### src/rtl/stack_sequencer_if.sv
// Command handshake between a command source (master) and stack_sequencer (slave).
interface stack_sequencer_if;
  logic        cmd_valid;
  logic        cmd_ready;
  logic [3:0]  cmd_op;
  logic [15:0] cmd_imm;

  modport master (output cmd_valid, output cmd_op, output cmd_imm, input cmd_ready);
  modport slave  (input cmd_valid, input cmd_op, input cmd_imm, output cmd_ready);
endinterface

### src/rtl/stack_sequencer.sv
// Command sequencer for register_stack: depth tracking, overflow/underflow checks, POPN expansion.
// Optional AND/OR binary ops are built only when STACK_SEQ_LOGIC_EN is defined.
//   state | meaning
//   IDLE  | ready for a command, register_stack held with nop
//   EXEC  | issuing stackOP/w for the latched command (several cycles for POPN)
module stack_sequencer #(
  parameter int DEPTH   = 8,
  parameter int DEPTH_W = 4
) (
  input  logic               CLK,
  input  logic               RST_N,
  stack_sequencer_if.slave   cmd,
  input  logic [15:0]        a,
  input  logic [15:0]        b,
  output logic [2:0]         stackOP,
  output logic [15:0]        w,
  output logic [DEPTH_W-1:0] depth,
  output logic               busy,
  output logic               err,
  output logic [1:0]         err_code
);
  typedef enum logic {IDLE, EXEC} state_t;

  localparam logic [3:0] OP_NOP    = 4'd0;
  localparam logic [3:0] OP_PUSH   = 4'd1;
  localparam logic [3:0] OP_ADD    = 4'd2;
  localparam logic [3:0] OP_SUB    = 4'd3;
  localparam logic [3:0] OP_AND    = 4'd4;
  localparam logic [3:0] OP_OR     = 4'd5;
  localparam logic [3:0] OP_POP    = 4'd6;
  localparam logic [3:0] OP_SWAP   = 4'd7;
  localparam logic [3:0] OP_DUP    = 4'd8;
  localparam logic [3:0] OP_OVER   = 4'd9;
  localparam logic [3:0] OP_POPN   = 4'd10;
  localparam logic [3:0] OP_ERRCLR = 4'd11;

  localparam logic [2:0] SOP_NOP  = 3'd0;
  localparam logic [2:0] SOP_PUSH = 3'd1;
  localparam logic [2:0] SOP_REPL = 3'd2;
  localparam logic [2:0] SOP_POP  = 3'd3;
  localparam logic [2:0] SOP_POP2 = 3'd4;
  localparam logic [2:0] SOP_SWAP = 3'd5;

  localparam logic [1:0] E_NONE = 2'd0;
  localparam logic [1:0] E_OVF  = 2'd1;
  localparam logic [1:0] E_UNF  = 2'd2;
  localparam logic [1:0] E_ILL  = 2'd3;

  localparam logic [DEPTH_W-1:0] FULL = DEPTH_W'(DEPTH);
  localparam logic [DEPTH_W-1:0] ZERO = '0;
  localparam logic [DEPTH_W-1:0] ONE  = DEPTH_W'(1);
  localparam logic [DEPTH_W-1:0] TWO  = DEPTH_W'(2);

  state_t             state, state_n;
  logic [3:0]         op_q;
  logic [15:0]        imm_q;
  logic [DEPTH_W-1:0] rem, rem_n, depth_n;
  logic               first;
  logic [2:0]         sop_n;
  logic [15:0]        w_n;
  logic [1:0]         code;
  logic               last;

  always_ff @(posedge CLK) begin
    if (!RST_N) state <= IDLE;
    else        state <= state_n;
  end

  always_comb begin
    sop_n   = SOP_NOP;
    w_n     = '0;
    code    = E_NONE;
    depth_n = depth;
    rem_n   = rem;
    last    = 1'b1;
    case (op_q)
      OP_NOP, OP_ERRCLR: ;
      OP_PUSH:
        if (depth == FULL) code = E_OVF;
        else begin
          sop_n   = SOP_PUSH;
          w_n     = imm_q;
          depth_n = depth + ONE;
        end
      OP_ADD, OP_SUB:
        if (depth < TWO) code = E_UNF;
        else begin
          sop_n   = SOP_REPL;
          w_n     = (op_q == OP_ADD) ? b + a : b - a;
          depth_n = depth - ONE;
        end
`ifdef STACK_SEQ_LOGIC_EN
      OP_AND, OP_OR:
        if (depth < TWO) code = E_UNF;
        else begin
          sop_n   = SOP_REPL;
          w_n     = (op_q == OP_AND) ? (b & a) : (b | a);
          depth_n = depth - ONE;
        end
`endif
      OP_POP:
        if (depth == ZERO) code = E_UNF;
        else begin
          sop_n   = SOP_POP;
          depth_n = depth - ONE;
        end
      OP_SWAP:
        if (depth < TWO) code = E_UNF;
        else sop_n = SOP_SWAP;
      OP_DUP:
        if (depth == ZERO) code = E_UNF;
        else if (depth == FULL) code = E_OVF;
        else begin
          sop_n   = SOP_PUSH;
          w_n     = a;
          depth_n = depth + ONE;
        end
      OP_OVER:
        if (depth < TWO) code = E_UNF;
        else if (depth == FULL) code = E_OVF;
        else begin
          sop_n   = SOP_PUSH;
          w_n     = b;
          depth_n = depth + ONE;
        end
      OP_POPN: begin
        // Only the entry cycle checks; later cycles are covered by that check.
        if (first && depth < rem) code = E_UNF;
        else if (rem >= TWO) begin
          sop_n   = SOP_POP2;
          depth_n = depth - TWO;
          rem_n   = rem - TWO;
          last    = (rem == TWO);
        end else if (rem == ONE) begin
          sop_n   = SOP_POP;
          depth_n = depth - ONE;
          rem_n   = ZERO;
        end
      end
      default: code = E_ILL;
    endcase

    state_n = state;
    case (state)
      IDLE:    if (cmd.cmd_valid) state_n = EXEC;
      EXEC:    if (last) state_n = IDLE;
      default: state_n = IDLE;
    endcase
  end

  assign cmd.cmd_ready = (state == IDLE);
  assign busy          = (state == EXEC);
  assign stackOP       = (RST_N && state == EXEC) ? sop_n : SOP_NOP;
  assign w             = (RST_N && state == EXEC) ? w_n : 16'h0000;

  always_ff @(posedge CLK) begin
    if (!RST_N) begin
      op_q     <= OP_NOP;
      imm_q    <= '0;
      rem      <= '0;
      first    <= 1'b0;
      depth    <= '0;
      err      <= 1'b0;
      err_code <= E_NONE;
    end else if (state == IDLE) begin
      if (cmd.cmd_valid) begin
        op_q  <= cmd.cmd_op;
        imm_q <= cmd.cmd_imm;
        rem   <= cmd.cmd_imm[DEPTH_W-1:0];
        first <= 1'b1;
      end
    end else begin
      depth <= depth_n;
      rem   <= rem_n;
      first <= 1'b0;
      if (op_q == OP_ERRCLR) begin
        err      <= 1'b0;
        err_code <= E_NONE;
      end else if (code != E_NONE) begin
        err <= 1'b1;
        if (!err) err_code <= code;
      end
    end
  end
endmodule
### src/flat_wrapper.sv
// flat-port wrapper written by rule: the top's interface ports become plain ports
module stack_sequencer_flat 
#(
  parameter int DEPTH   = 8,
  parameter int DEPTH_W = 4
)
  (CLK, RST_N, a, b, stackOP, w, depth, busy, err, err_code, cmd_cmd_valid, cmd_cmd_op, cmd_cmd_imm, cmd_cmd_ready);
  stack_sequencer_if cmd_i ();
  input  logic CLK;
  input  logic RST_N;
  input  logic [15:0] a;
  input  logic [15:0] b;
  output logic [2:0] stackOP;
  output logic [15:0] w;
  output logic [DEPTH_W-1:0] depth;
  output logic busy;
  output logic err;
  output logic [1:0] err_code;
  input wire logic [$bits(cmd_i.cmd_valid)-1:0] cmd_cmd_valid;
  input wire logic [$bits(cmd_i.cmd_op)-1:0] cmd_cmd_op;
  input wire logic [$bits(cmd_i.cmd_imm)-1:0] cmd_cmd_imm;
  output wire logic [$bits(cmd_i.cmd_ready)-1:0] cmd_cmd_ready;
  assign cmd_i.cmd_valid = cmd_cmd_valid;
  assign cmd_i.cmd_op = cmd_cmd_op;
  assign cmd_i.cmd_imm = cmd_cmd_imm;
  assign cmd_cmd_ready = cmd_i.cmd_ready;
  stack_sequencer #(.DEPTH(DEPTH), .DEPTH_W(DEPTH_W)) u_core (.CLK(CLK), .RST_N(RST_N), .cmd(cmd_i), .a(a), .b(b), .stackOP(stackOP), .w(w), .depth(depth), .busy(busy), .err(err), .err_code(err_code));
endmodule
### config.mk
export PLATFORM = sky130hd
export DESIGN_NAME = stack_sequencer_flat
export DESIGN_NICKNAME = d
export VERILOG_FILES = /design/src/rtl/stack_sequencer_if.sv /design/src/rtl/stack_sequencer.sv /design/src/flat_wrapper.sv
export SDC_FILE = /design/constraint.sdc
export NUM_CORES = 1
export LEC_CHECK = 0
export CORE_MARGIN = 3
export CORE_UTILIZATION = 41
export CTS_BUF_LIST = sky130_fd_sc_hd__clkbuf_8
export DETAILED_ROUTE_END_ITERATION = 16
export HOLD_SLACK_MARGIN = 0.12
export PLACE_DENSITY = 0.71
export SYNTH_ARGS = -nofsm -noshare
export SYNTH_HDL_FRONTEND = slang
export SYNTH_SLANG_ARGS = --single-unit
### constraint.sdc
create_clock -name CLK -period 7.3 [get_ports CLK]
set_input_delay 1.46 -clock CLK [delete_from_list [all_inputs] [get_ports CLK]]
set_output_delay 1.46 -clock CLK [all_outputs]
set_load 0.02 [all_outputs]
## Word level (Yosys, flattened, before mapping)

Index checks and enable logic that the tools add are counted.

| word-level totals | value |
|---|---|
| register bits | 33 |
| bits of input ports | 55 |
| output and inout port bits | 28 |

| cells by class | value |
|---|---|
| add/sub/neg operators | 6 |
| order comparisons | 3 |
| eq/ne operators | 22 |
| muxes and demuxes | 53 |
| bitwise gates (word level) | 2 |
| reductions and logical operators | 17 |

Operator list:

| kind | count |
|---|---|
| $mux 16 | 8 |
| $pmux 16 s4 | 1 |
| $mux 4 | 14 |
| $pmux 4 s6 | 1 |
| $mux 2 | 11 |
| $pmux 3 s7 | 1 |
| $eq 4x4->1 const B | 5 |
| $add 16x16->16 | 1 |
| $ne 2x2->1 const B | 8 |
| $sub 16x16->16 | 1 |
| $mux 3 | 5 |
| $pmux 2 s7 | 1 |
| $eq 4x2->1 const B | 3 |
| $mux 1 | 10 |
| $eq 4x1->1 const B | 2 |
| $eq 4x3->1 const B | 2 |
| $logic_not 4->1 | 2 |
| $reduce_and 8->1 | 1 |
| $sub 4x2->4 const B | 2 |
| $reduce_bool 2->1 | 3 |
| $reduce_bool 6->1 | 1 |
| $reduce_or 2->1 | 3 |
| $add 4x1->4 const B | 1 |
| $ge 4x2->1 const B | 1 |
| 12 further kinds | 15 |

## Longest topological paths before layout

| logic depth | value |
|---|---|
| word-level depth | 7 |
| gate-level depth with buffers | 14 |

## Worst setup path after synthesis

Ideal clock, no wire load.

| timing path | value |
|---|---|
| path type | in2out |
| from | in a[1] |
| to | out w[15] |
| data arrival time | 3.984 ns |
| setup slack | 1.856 ns |
| cell stages on the path | 13 |
| buffers on the path | 0 |
| cell sequence | inv_1 ha_1 nor3b_1 and4_1 a21oi_1 xor2_1 ha_1 a21o_1 a21o_1 a211oi_1 o21ai_0 or3b_1 nand3_1 |

| between the ends | value |
|---|---|
| word-level cells in the longest chain between the ends | 5 |
| elaborated cells on any way between the ends | 6 |

RTL lines:

| item | RTL line | RTL |
|---|---|---|
| start, declared | flat_wrapper.sv:11 | `input logic [15:0] a;` |
| $sub 16x16->16 / $add 16x16->16 (equally long branches) | stack_sequencer.sv:89 | `w_n = (op_q == OP_ADD) ? b + a : b - a;` |
| $mux 16 (*) | stack_sequencer.sv:89 |  |
| $mux 16 (*) | stack_sequencer.sv:86 | `if (depth < TWO) code = E_UNF;` |
| $pmux 16 s4 (*) | stack_sequencer.sv:76 | `case (op_q)` |
| $mux 16 (*) | stack_sequencer.sv:154 | `assign w = (RST_N && state == EXEC) ? w_n : 16'h0000;` |
| end, declared | flat_wrapper.sv:14 | `output logic [15:0] w;` |

Mark *: on every way between the ends. The rest lies on a longest branch, timed or not.

## Worst setup path in the final report

| timing path | value |
|---|---|
| from | in a[0] |
| to | out w[15] |

Same word-level chain as after synthesis.

==> impl_summary.md <==
Synthesis
The async set-reset flop share out of synthesis is 0. After synthesis the netlist holds a flip-flop and latch count of 33. In the synthesized netlist, the cells that appear most often are sky130_fd_sc_hd__nand2_1 (80), sky130_fd_sc_hd__a21oi_1 (45), sky130_fd_sc_hd__dfxtp_1 (33), sky130_fd_sc_hd__ha_1 (29), sky130_fd_sc_hd__nor2_1 (29).

The warning count from the yosys run is 0. Yosys mapped the design onto 67 distinct sky130hd cell types. The parity-gate share of the synthesized area counting xor and xnor cells is 0.06396. The primary flip-flop cell chosen by synthesis mapping is sky130_fd_sc_hd__dfxtp_1. Of the total synthesized cell area, the portion taken by AND, OR, NAND and NOR gates is 0.2562. The cell area that synthesis handed to floorplanning was 0.003423 mm². Of the post-synthesis cell area, the part taken by muxes is 0.006213. The post-synthesis compound-gate area fraction was 0.3125. By area, the combinational part of the netlist is dominated by compound AO/OA/AOI/OAI gates. The share of synthesized area in the top cell type comes to 0.1930. The number of synthesized flops with an enable pin is 0. The synthesized netlist net count is 545. The post-synthesis cell type with the largest combined area is sky130_fd_sc_hd__dfxtp_1.

The number of instances in the synthesized netlist is 460. The fraction of the yosys area taken by sequential cells is 0.1930. Of the total synthesized cell area, the portion taken by full adders, half adders and majority gates is 0.1118.

The most instantiated library cell after synthesis is sky130_fd_sc_hd__nand2_1. The mean instance size in the synthesized netlist is 7.442 µm². In the post-synthesis netlist, the biggest area contributors are sky130_fd_sc_hd__dfxtp_1 (19%), sky130_fd_sc_hd__ha_1 (11%), sky130_fd_sc_hd__nand2_1 (8.8%).

Placement
The post-place instance area is 0.004292 mm². Port buffering added 82 buffers. At the end of routability-driven placement, the weighted congestion stood at 0.9633. The wire-length estimate of the detail-placed layout is 8.115 mm. The count of placed standard cells including taps is 627.

Route
The wire length after detailed routing is 10.70 mm. In this run, the number of DRC markers left after iteration 0 of detailed routing was 326. The detailed-route vias per instance is 5.920. The total vias in the final route is 3759. The remaining number of nets flagged by the antenna check after routing is 0. The average wire length per cell after detail routing is 16.85 µm.

The first detailed-routing pass took 8 iterations. For this run, design rule violations remaining after detail routing come to 0.

CTS
The post-CTS resize count is 0. The CTS tree is yes. Hold repair after CTS inserted 0 buffers.

Clock latency on the worst-skew pair, taken at its later pin, is 0.29 ns. Counting along the longest clock path gives a buffer depth of 2. The clock transition time at the flip-flop clock pins of the worst setup and hold paths is 0.07 ns. Once the clock tree was built, the setup fixing pass inserted 0 buffers.

The TritonCTS buffer count is 5. Clock tree synthesis found a total of 33 sinks. Clock tree synthesis selected as its root buffer the cell sky130_fd_sc_hd__clkbuf_8. The depth of the CTS H-tree is 2.

Worst hold path
The class of the tightest hold or removal check is flip-flop to flip-flop.

Worst setup path
The worst setup path is launched from an input pin. The setup check on the worst reg-to-reg path leaves a slack of 4.78 ns. The peak fanout along the critical path is 6. The worst setup path is of the input pin to primary output kind. The kind of capture point of the worst setup path is a primary output. The arrival time of data at the critical path endpoint is approximately 5.4 ns. The reg-to-reg critical path endpoint is u_core.depth[0]. At the worst endpoint, the required time is 5.84 ns. The reg-to-reg startpoint is u_core.depth[1]. In this run the worst setup path terminates at w[15]. The first element of the critical path is a[0].

The number of cells on the worst reg-to-reg path is 9.

Pwr
Of the total power, registers draw 0.337. The internal portion of the total power is 404.5 µW. Summed over all cells, the static leakage comes to 0.001629 µW.

Summing internal, switching and leakage power gives 612.5 µW. The switching part of the total power is 0.3395. The share of total power dissipated in the clock network is 0.294. The worst voltage drop across the vdd grid is 0.09060 mV. The switching power total is a little over 200 µW. The part of the total power dissipated in combinational logic is 0.368. In this run the power density over the cells is around 140 mW/mm².

Finish
The number of diodes is 0. The ratio of cells with drive above 1 in the final layout is 0.04878. For this run, the post-layout net count is approximately 620. Once layout is done, the placed cells without fillers occupy 0.004408 mm². The area growth from synthesis to layout is 28.76%. After the flow finishes, the layout carries non-filler instances totaling approximately 640.

Timing
Setup violations remaining at the end of the flow were counted as 0. Subtracting the final worst setup slack from the clock period gives 6.840 ns. At the pin with the least slew margin, the transition time is between 1 and 1.5 ns.

Setup repair after global routing left no endpoint under its margin. On the final layout, the worst clock skew is 0.005263 ns. The final hold slack is 0.4686 ns.

The number of hold-slack violations in the final timing report is 0. The count of pins over their slew limit is 0. Static timing analysis puts the maximum clock frequency at 146.2 MHz. Of the available clock period, the critical path in the final layout requires 0.9370. The normalized max-slew margin is 0.2553. Adding up every negative setup slack in the final design gives 0 ns.

Floorplanning
The die covers 0.009482 mm². The core area is 0.007928 mm². The initialized floorplan defines 32 standard-cell rows. The vertical die dimension is 97.38 µm. The x dimension of the die is approximately 97 µm.

The starting density of the core is 0.4318. The I/O pin total is 83.

Global route
For this run the aggregate overflow at the end of global routing stands at 0. The wire length of the first global-routing pass is 17.66 mm. The number of antenna violations at the first check in global routing came to 0. The number of global-route vias before repair is ~3500. The global-route total usage across every layer is 0.2214. Entering global routing, the biggest net connects 26 pins.

Flow run
The number of max-capacitance violations reported is 0.

Run status
The run finished with clean final reports.
==> metal layers <==
layer  GRT usage  part of all wire  up-vias
met2      0.3484              0.45      190
met5           0                 0        -
li1            -                 -     1840
met1      0.3131              0.45     1714
met3     0.03948             0.095       15
met4     0.05431             0.011        0
==> area by class of cell <==
class | count | area (µm²)
tap | 102 | 127.6
sequential | 33 | 660.6
inverter | 26 | 97.59
clock buffer | 6 | 82.58
fill | 749 | 3520
multi-input combinational | 382 | 2570
timing repair buffer | 84 | 835.8
clock inverter | 2 | 33.78
==> state kept, by name, indices dropped and copies added, names as in the netlist <==
register / count
u_core.err: 1
u_core.first: 1
u_core.op_q: 4
u_core.depth: 4
u_core.imm_q: 16
u_core.rem: 4
u_core.err_code: 2
u_core.busy: 1
==> worst min-delay path by stage <==
| stage | from | end | cells past startpoint |
|---|---|---|---|
| floorplan | u_core.imm_q[3] | u_core.imm_q[3] | 2 |
| global placement | u_core.err_code[1] | u_core.err_code[1] | 2 |
| detailed placement | u_core.err_code[1] | u_core.err_code[1] | 2 |
| CTS | u_core.err_code[1] | u_core.err_code[1] | 2 |
| global route | u_core.imm_q[4] | u_core.imm_q[4] | 2 |
| finish | u_core.err_code[1] | u_core.err_code[1] | 2 |
==> per-stage QoR <==
| stage | utilization | setup slack, ns |
|---|---|---|
| 2_1_floorplan | - | 1.856 |
| 3_3_place_gp | 0.5414 | 0.6214 |
| 3_5_place_dp | 0.5414 | 0.5059 |
| 4_1_cts | 0.5560 | 0.4878 |
| 5_1_grt | 0.5560 | 0.2743 |
| 6_report | 0.5560 | 0.4597 |
==> worst max-delay path, cell delays in order <==
cell and delay [ns]:
sky130_fd_sc_hd__clkdlybuf4s50_1 0.51, sky130_fd_sc_hd__inv_1 0.10, sky130_fd_sc_hd__ha_1 0.16, sky130_fd_sc_hd__nor3b_1 0.42, sky130_fd_sc_hd__and4_1 0.32, sky130_fd_sc_hd__a21oi_1 0.10, sky130_fd_sc_hd__xor2_1 0.17, sky130_fd_sc_hd__ha_1 0.36
sky130_fd_sc_hd__a21o_1 0.19, sky130_fd_sc_hd__a21o_1 0.17, sky130_fd_sc_hd__a211oi_1 0.22, sky130_fd_sc_hd__o21ai_0 0.14, sky130_fd_sc_hd__or3b_1 0.37, sky130_fd_sc_hd__nand3_1 0.09, sky130_fd_sc_hd__clkdlybuf4s50_1 0.60
==> power groups by stage <==
stage	logic [µW]	registers (µW)	clock network [µW]
after floorplan	154	203	0
after global placement	218	210	0
after detailed placement	222	210	0
after CTS	223	206	183
after global routing	250	208	193
final	226	207	180
==> cells by family after synthesis <==
group,Yosys count
adder cells (fa/ha/maj),30
AO/OA/AOI/OAI,148
XOR/XNOR,25
AND/OR/NAND/NOR,177
flip-flops,33
multiplexers,2
buffers and inverters,45
==> cells in the final DEF, fill, tap and decap left out, drive strengths merged, types with 15 or more instances in the layout <==
cell           netlist  layout
nor2                30      30
a21oi               46      46
dfxtp               33      33
o21ai               23      23
a222oi              15      15
inv                 25      26
clkdlybuf4s50        0      82
ha                  29      29
nand2               80      80
Note: power is estimated with default switching activity, not from simulation.
